**src/rtl/lcv_mul_acc_pipe.sv**
```systemverilog
// lcv_mul_acc_pipe: 3-stage pipelined signed/unsigned multiply-accumulate with valid/ready flow control.
// Define LCV_MUL_ACC_SAT_EN for saturating accumulation with a sticky overflow flag.
module lcv_mul_acc_pipe #(
  parameter int WIDTH     = 16,
  parameter int ACC_WIDTH = 40
) (
  input  logic                 clk,
  input  logic                 rst,
  input  logic                 in_valid,
  output logic                 in_ready,
  input  logic [WIDTH-1:0]     in_a,
  input  logic [WIDTH-1:0]     in_b,
  input  logic                 in_signed,
  input  logic                 in_clr,
  output logic                 out_valid,
  input  logic                 out_ready,
  output logic [ACC_WIDTH-1:0] out_acc,
  output logic                 out_ovf
);
  localparam int PW = 2 * WIDTH;
  logic                 adv, v1, s1, c1, v2, s2, c2;
  logic [WIDTH-1:0]     a1, b1;
  logic [PW-1:0]        p2, prod;
  logic [ACC_WIDTH-1:0] acc, ext, base, nxt;
  assign adv      = !out_valid || out_ready;
  assign in_ready = adv;
  assign out_acc  = acc;
  // Extending both operands to PW bits makes one multiplier serve signed and unsigned modes.
  assign prod = {{WIDTH{s1 & a1[WIDTH-1]}}, a1} * {{WIDTH{s1 & b1[WIDTH-1]}}, b1};
  assign ext  = {{(ACC_WIDTH-PW){s2 & p2[PW-1]}}, p2};
  assign base = c2 ? '0 : acc;
`ifdef LCV_MUL_ACC_SAT_EN
  logic [ACC_WIDTH:0] sum;
  logic               o, ovf;
  assign sum     = {base[ACC_WIDTH-1], base} + {ext[ACC_WIDTH-1], ext};
  assign o       = sum[ACC_WIDTH] != sum[ACC_WIDTH-1];
  assign nxt     = o ? {sum[ACC_WIDTH], {(ACC_WIDTH-1){!sum[ACC_WIDTH]}}} : sum[ACC_WIDTH-1:0];
  assign out_ovf = ovf;
  always_ff @(posedge clk or negedge rst)
    if (!rst) ovf <= 1'b0;
    else if (adv && v2) ovf <= (!c2 && ovf) || o;
`else
  assign nxt     = base + ext;
  assign out_ovf = 1'b0;
`endif
  always_ff @(posedge clk or negedge rst)
    if (!rst) begin
      v1        <= 1'b0;
      a1        <= '0;
      b1        <= '0;
      s1        <= 1'b0;
      c1        <= 1'b0;
      v2        <= 1'b0;
      p2        <= '0;
      s2        <= 1'b0;
      c2        <= 1'b0;
      out_valid <= 1'b0;
      acc       <= '0;
    end else if (adv) begin
      v1        <= in_valid;
      a1        <= in_a;
      b1        <= in_b;
      s1        <= in_signed;
      c1        <= in_clr;
      v2        <= v1;
      p2        <= prod;
      s2        <= s1;
      c2        <= c1;
      out_valid <= v2;
      if (v2) acc <= nxt;
    end
endmodule
```
**config.mk**
```make
export PLATFORM = sky130hd
export DESIGN_NAME = lcv_mul_acc_pipe
export DESIGN_NICKNAME = d
export VERILOG_FILES = /design/src/rtl/lcv_mul_acc_pipe.sv
export SDC_FILE = /design/constraint.sdc
export NUM_CORES = 1
export LEC_CHECK = 0
export BUFFER_PORTS_ARGS = -buffer_cell sky130_fd_sc_hd__buf_4
export CAP_MARGIN = 10
export CORE_UTILIZATION = 45
export CTS_BUF_LIST = sky130_fd_sc_hd__clkbuf_16
export DETAILED_ROUTE_END_ITERATION = 7
export PLACE_DENSITY_LB_ADDON = 0.12
export SLEW_MARGIN = 20
export SYNTH_ARGS = -nofsm -noshare
export SYNTH_HDL_FRONTEND = slang
export SYNTH_SLANG_ARGS = --single-unit
```
**constraint.sdc**
```tcl
create_clock -name clk -period 7.1 [get_ports clk]
set_clock_uncertainty 0.2 [all_clocks]
set_input_delay 0 -clock clk [delete_from_list [all_inputs] [get_ports clk]]
set_output_delay 0 -clock clk [all_outputs]
set_load 0.01 [all_outputs]
```
==> impl_metrics.ini, run 1 <==
[floorplan]
core_mm2 = 0.0365
io_pins = 81
die_height_um = 194
dieArea_mm2 = 0.0377
fp-row-count = 70
start_util = 0.455
die_width_um = 194

[synthesis]
ys_warn_count = 0
syn_nets = 2317
synth-edff-count = 0
netlist_area_mm2 = 0.0166
synth_area_per_cell_um2 = 8.87
async_reset_ff_frac = 1.00
synth-main-ff-cell = dfrtp_1
synth.distinct_cells = 56
seq_area_frac_synth = 0.167
ys_ff_latch = 111
synthCells = 1875

[critical_path]
critPathMaxFanout = 13
r2r_cells = 22
worstPathRequired_ns = 7.21
reg2reg_slack_ns = 0.34
critPathArrivalTime_ns = 6.87
end_kind = flop
r2r-start = a1[11]
worstSetupStartpointType = flop
reg2reg_to = p2[30]
path_class = reg -> reg

[status]
status = finished, final reports clean

[cells_and_area]
drive_gt1_frac = 0.0931
diodes = 0
synthToLayoutAreaGrowth_pct = 12.2
fill_cells = 3457
nets = 2424

[routing]
drc_errors = 0
drt_wl_total_mm = 41.3
drtIter0Drc = 602
routed-via-count = 12600
first_pass_iters = 5
top_layer_used = met4
wl_met3_um = 812
avgViaCountPerCell = 5.14
antenna_left = 0
wl_met1_mm = 18.1
wl_per_cell_um = 16.8
met2_length_mm = 21.6

[timing]
period_minus_slack_ns = 6.76
slew_headroom = 0.367
worstMarginPinSlew_ns = 0.947
hold_slack_ns = 0.161
fin_crit_sh = 0.953
slew_violations = 0
fmax_ghz = 0.148
setup_viol = 0
rsz0062_at_grt = no
finalHoldViolations = 0

[hold_path]
min_path_cells = 4
worstHoldStart = in_b[0]
holdPathEnd = b1[0]
worstHoldPathType = in -> reg

[clock_tree]
clockBufferDepth = 2
cts.clk_slew.worst_paths_ns = 0.09
cts_inserted_buffers = 9
tritoncts = built
clk_root_buffer_cell = clkbuf_16
clock_latency_ns = 0.38
clock-sinks = 111
cts-htree-levels = 3

[global_route]
grt_max_degree = 76
groute.usage.overall = 0.238
overflow = 0
antenna_found_initial = 0
grt_first_pass_wirelength_mm = 70.8
grt_pass1_vias = 13800

[placed_design]
portBuffers = 79
hpwlAfterDp_mm = 32.6
gp_congestion = 0.885

[flow_run]
maxCapViolCount = 0
[stage by stage]
step / cells / utilization / cell area, µm² / setup TNS, ns / setup slack [ns]
floorplan: 1875 / - / 16600 / 0 / 0.418
global placement: 2400 / 0.491 / 17900 / 0 / 0.220
detailed placement: 2400 / 0.491 / 17900 / -0.00739 / -0.00739
CTS: 2454 / 0.509 / 18600 / 0 / 0.0385
global route: 2455 / 0.511 / 18700 / 0 / 0.0184
finish: 2455 / 0.511 / 18700 / 0 / 0.336
[registers in the layout, indices dropped and copies added (netlist names)]
signal and flops:
out_acc 40, p2 32, a1 16, b1 16, c1 1, c2 1, out_valid 1, s1 1
s2 1, v1 1, v2 1
[worst max-delay path, stage by stage (launching register included)]
cell and delay (ns):
dfrtp_1 0.70, nand2_1 0.17, fa_1 0.57, inv_1 0.06
fa_1 0.50, fa_1 0.58, fa_1 0.44, fa_1 0.49
inv_1 0.05, fa_1 0.47, inv_1 0.04, ha_1 0.28
buf_4 0.16, a21o_1 0.15, a21oi_1 0.14, nor2_1 0.09
o31ai_2 0.22, nand3_1 0.19, a31oi_2 0.25, o21bai_1 0.11
a41o_1 0.25, or4b_1 0.47, nand3_1 0.09
[layout by cell type, fill, tap and decap left out, drive strengths merged, types with 4 or more instances in the layout]
cell type and count:
nand2 351, inv 327, fa 283, buf 133
and2 126, ha 121, dfrtp 111, o21ai 83
nor2 61, a21oi 55, nor2b 47, xnor2 46
dlygate4sd3 38, xor2 25, a21o 21, and3 15
nand3 14, nand2b 13, a211oi 11, a31oi 10
or2 9, nor3 9, clkbuf 9, o21bai 8
o31ai 8, o21a 5, a2111oi 5, o2111ai 4
o211ai 4, or3 4
[worst max path at each step]
stage	start	to	slack, ns	cells past startpoint
2_1_floorplan	a1[15]	p2[31]	0.42	26
3_3_place_gp	b1[5]	p2[31]	0.22	24
3_5_place_dp	b1[6]	p2[31]	-0.007	24
4_1_cts	b1[2]	p2[31]	0.04	24
5_1_grt	a1[3]	p2[31]	0.02	22
6_report	a1[11]	p2[30]	0.34	22
[cells by family after synthesis]
kind of cell	synth area share
muxes	0.00196
adders and majority gates	0.432
DFF	0.167
and+or+nand+nor	0.185
other	0.000225
buffers and inverters	0.0900
AOI/OAI and AO/OA	0.0870
xor gates and xnor gates	0.0374
[synth_stat cells (7+ instances only)]
cell type | count | area share
a211oi_1 | 11 | 0.0050
a21o_1 | 21 | 0.0095
a21oi_1 | 54 | 0.016
a31oi_1 | 10 | 0.0038
and2_1 | 126 | 0.047
and3_1 | 15 | 0.0056
clkbuf_1 | 73 | 0.016
dfrtp_1 | 111 | 0.17
fa_1 | 283 | 0.34
ha_1 | 121 | 0.091
inv_1 | 322 | 0.073
nand2_1 | 351 | 0.079
nand2b_1 | 13 | 0.0049
nand3_1 | 14 | 0.0042
nor2_1 | 61 | 0.014
nor2b_1 | 47 | 0.018
nor3_1 | 9 | 0.0027
o21ai_0 | 79 | 0.024
o21bai_1 | 8 | 0.0036
o31ai_1 | 7 | 0.0032
or2_2 | 9 | 0.0034
xnor2_1 | 46 | 0.024
xor2_1 | 25 | 0.013
[metal layers]
metal  GRT usage  vias up
li1            -     5978
met4      0.0635        0
met5           0        -
met3      0.0172       51
met1       0.301     6414
met2       0.438      181
[cell type report]
type	instances	area, µm²	share of cell area
Timing Repair Buffer	171	1390	0.0743
Tap cell	468	586	0.0314
Inverter	323	1210	0.0650
Clock inverter	7	55.1	0.00295
Clock buffer	9	225	0.0121
Sequential cell	111	2790	0.150
Multi-Input combinational cell	1366	12400	0.665
[timing repair]
item	4_1_cts	5_1_grt
setup buffers	0	1
endpoints found under the hold margin	71	0
endpoints found under the setup margin	1	5
pin swaps	0	4
hold buffers	38	0
resized for setup	1	21
Power of run 1 is left out: the tool's default activity adds up to more than one toggle a clock period on the data nets, which glitch-free logic cannot reach.
==> run 2: changes to the inputs <==
--- a/config.mk
+++ b/config.mk
@@ -7,6 +7,8 @@
 export LEC_CHECK = 0
 export BUFFER_PORTS_ARGS = -buffer_cell sky130_fd_sc_hd__buf_4
 export CAP_MARGIN = 10
+export CELL_PAD_IN_SITES_DETAIL_PLACEMENT = 0
+export CELL_PAD_IN_SITES_GLOBAL_PLACEMENT = 1
 export CORE_UTILIZATION = 45
 export CTS_BUF_LIST = sky130_fd_sc_hd__clkbuf_16
 export DETAILED_ROUTE_END_ITERATION = 7
==> run 2 against run 1 <==
  * Cell area about the same
  * Worst setup slack better by 0.017 ns
  * Via count down 1.7%
  * Count of clock-buffer cells in the layout unchanged
  * Register-to-register slack better by 0.02 ns
  * Flip-flop and latch count unchanged
  * Hold slack worse by 0.050 ns
  * Fmax up 0.25%
==> impl_metrics.ini, run 2 (synthesis gave the netlist of run 1 again) <==
[status]
status = finished, final reports clean

[floorplan]
io_pins = 81
fp-row-count = 70
die_width_um = 194
core_mm2 = 0.0365
die_height_um = 194
start_util = 0.455
dieArea_mm2 = 0.0377

[cells_and_area]
final_cell_area_mm2 = 0.0187
drive_gt1_frac = 0.0857
largest_reg_flops = 40
layout_common_cells = nand2_1 (350), inv_1 (322), fa_1 (283)
fin_util = 0.511
layout_commonest_cell = nand2_1
synthToLayoutAreaGrowth_pct = 12.2
nets = 2421
diodes = 0

[critical_path]
reg2reg_to = p2[30]
end_kind = flop
worstSetupStartpointType = flop
critPathMaxFanout = 25
path_class = reg -> reg
critPathArrivalTime_ns = 6.87
cpMaxStageDelayCell = fa_1
reg2reg_slack_ns = 0.35
max_stage_delay_ns = 0.56
cpMostUsedCell = fa_1
worstPathRequired_ns = 7.22
path_cells = buf_6, and2_1, fa_1, fa_1, inv_1, fa_1, inv_1, fa_1, fa_1, inv_1, fa_1, inv_1, ha_1, buf_4, a21o_1, a21oi_1, nor2_1, o31ai_1, nand3_1, a31oi_2, o21bai_1, a41o_1, or4b_1, nand3_1
r2r_cells = 24
r2r-start = a1[15]

[placed_design]
portBuffers = 79
placed_cell_area_mm2 = 0.0179
place_ws_ns = 0.0808
gp_congestion = 0.884
hpwlAfterDp_mm = 33.0

[timing]
slew_violations = 0
worstMarginPinSlew_ns = 0.953
slew_headroom = 0.365
setup_viol = 0
period_minus_slack_ns = 6.75
layout_setup_ws_ns = 0.353
rsz0062_at_grt = no
finalHoldViolations = 0
fmax_ghz = 0.148
fin_crit_sh = 0.950
setup_tns_ns = 0

[clock_tree]
cts-htree-levels = 3
tritoncts = built
clk_root_buffer_cell = clkbuf_16
clock-sinks = 111
post_cts_buffers = 0
clockBufferDepth = 2
cts.clk_slew.worst_paths_ns = 0.08
cts_inserted_buffers = 9
clock_latency_ns = 0.38

[flow_run]
maxCapViolCount = 0

[global_route]
overflow = 0
grt_pass1_vias = 13300
grt_max_degree = 71
grt_first_pass_wirelength_mm = 70.4
groute.usage.overall = 0.235
antenna_found_initial = 0

[routing]
wl_per_cell_um = 16.7
drc_errors = 0
avgViaCountPerCell = 5.06
antenna_left = 0
drtIter0Drc = 480
first_pass_iters = 5
routed-via-count = 12400
drt_wl_total_mm = 40.9

[hold_path]
worstHoldPathType = in -> async
run 2: area by class of cell:
cell class / instances / area [µm²]
well taps: 468 / 586
inverters: 323 / 1210
repair buffers: 168 / 1400
fillers: 3571 / 17900
clock inverters: 7 / 56.3
multi-input cells: 1366 / 12400
clock buffers: 9 / 225
flip-flops and latches: 111 / 2790
run 2: worst max-delay path: cells and delay by family (launching register included):
kind | cells | cell delay [ns]
buffers and inverters | 6 | 0.55
AOI/OAI and AO/OA | 6 | 1.12
DFF | 1 | 0.40
adders and majority gates | 7 | 3.38
and+or+nand+nor | 5 | 1.01
run 2: how the worst max path moves through the flow:
stage                 from  endpoint  slack [ns]  cells past startpoint
floorplan           a1[15]    p2[31]        0.42                     26
global placement     a1[7]    p2[31]        0.21                     23
detailed placement   a1[7]    p2[31]        0.08                     24
CTS                  b1[6]    p2[31]        0.08                     24
global route        a1[15]    p2[30]       0.006                     24
finish              a1[15]    p2[30]        0.35                     24
run 2: metrics by stage:
stage / hold slack (ns) / std cells
after floorplan: -0.496 / 1875
after global placement: -0.00224 / 2389
after detailed placement: 0.00190 / 2389
after CTS: 0.122 / 2452
after global routing: 0.156 / 2452
final: 0.110 / 2452
run 2: metal layers:
layer | up-vias | track usage | part of all wire
li1 | 5969 | - | -
met1 | 6206 | 0.336 | 0.49
met2 | 212 | 0.380 | 0.46
met3 | 28 | 0.0273 | 0.037
met4 | 0 | 0.0573 | 0.013
met5 | - | 0 | 0
run 2: timing repair:
| item | 4_1_cts | 5_1_grt |
|---|---|---|
| hold endpoints to repair | 111 | 0 |
| gates resized for setup | 0 | 18 |
| hold buffers | 47 | 0 |
| setup endpoints to repair | 0 | 4 |
Power of run 2 is left out for the same reason.
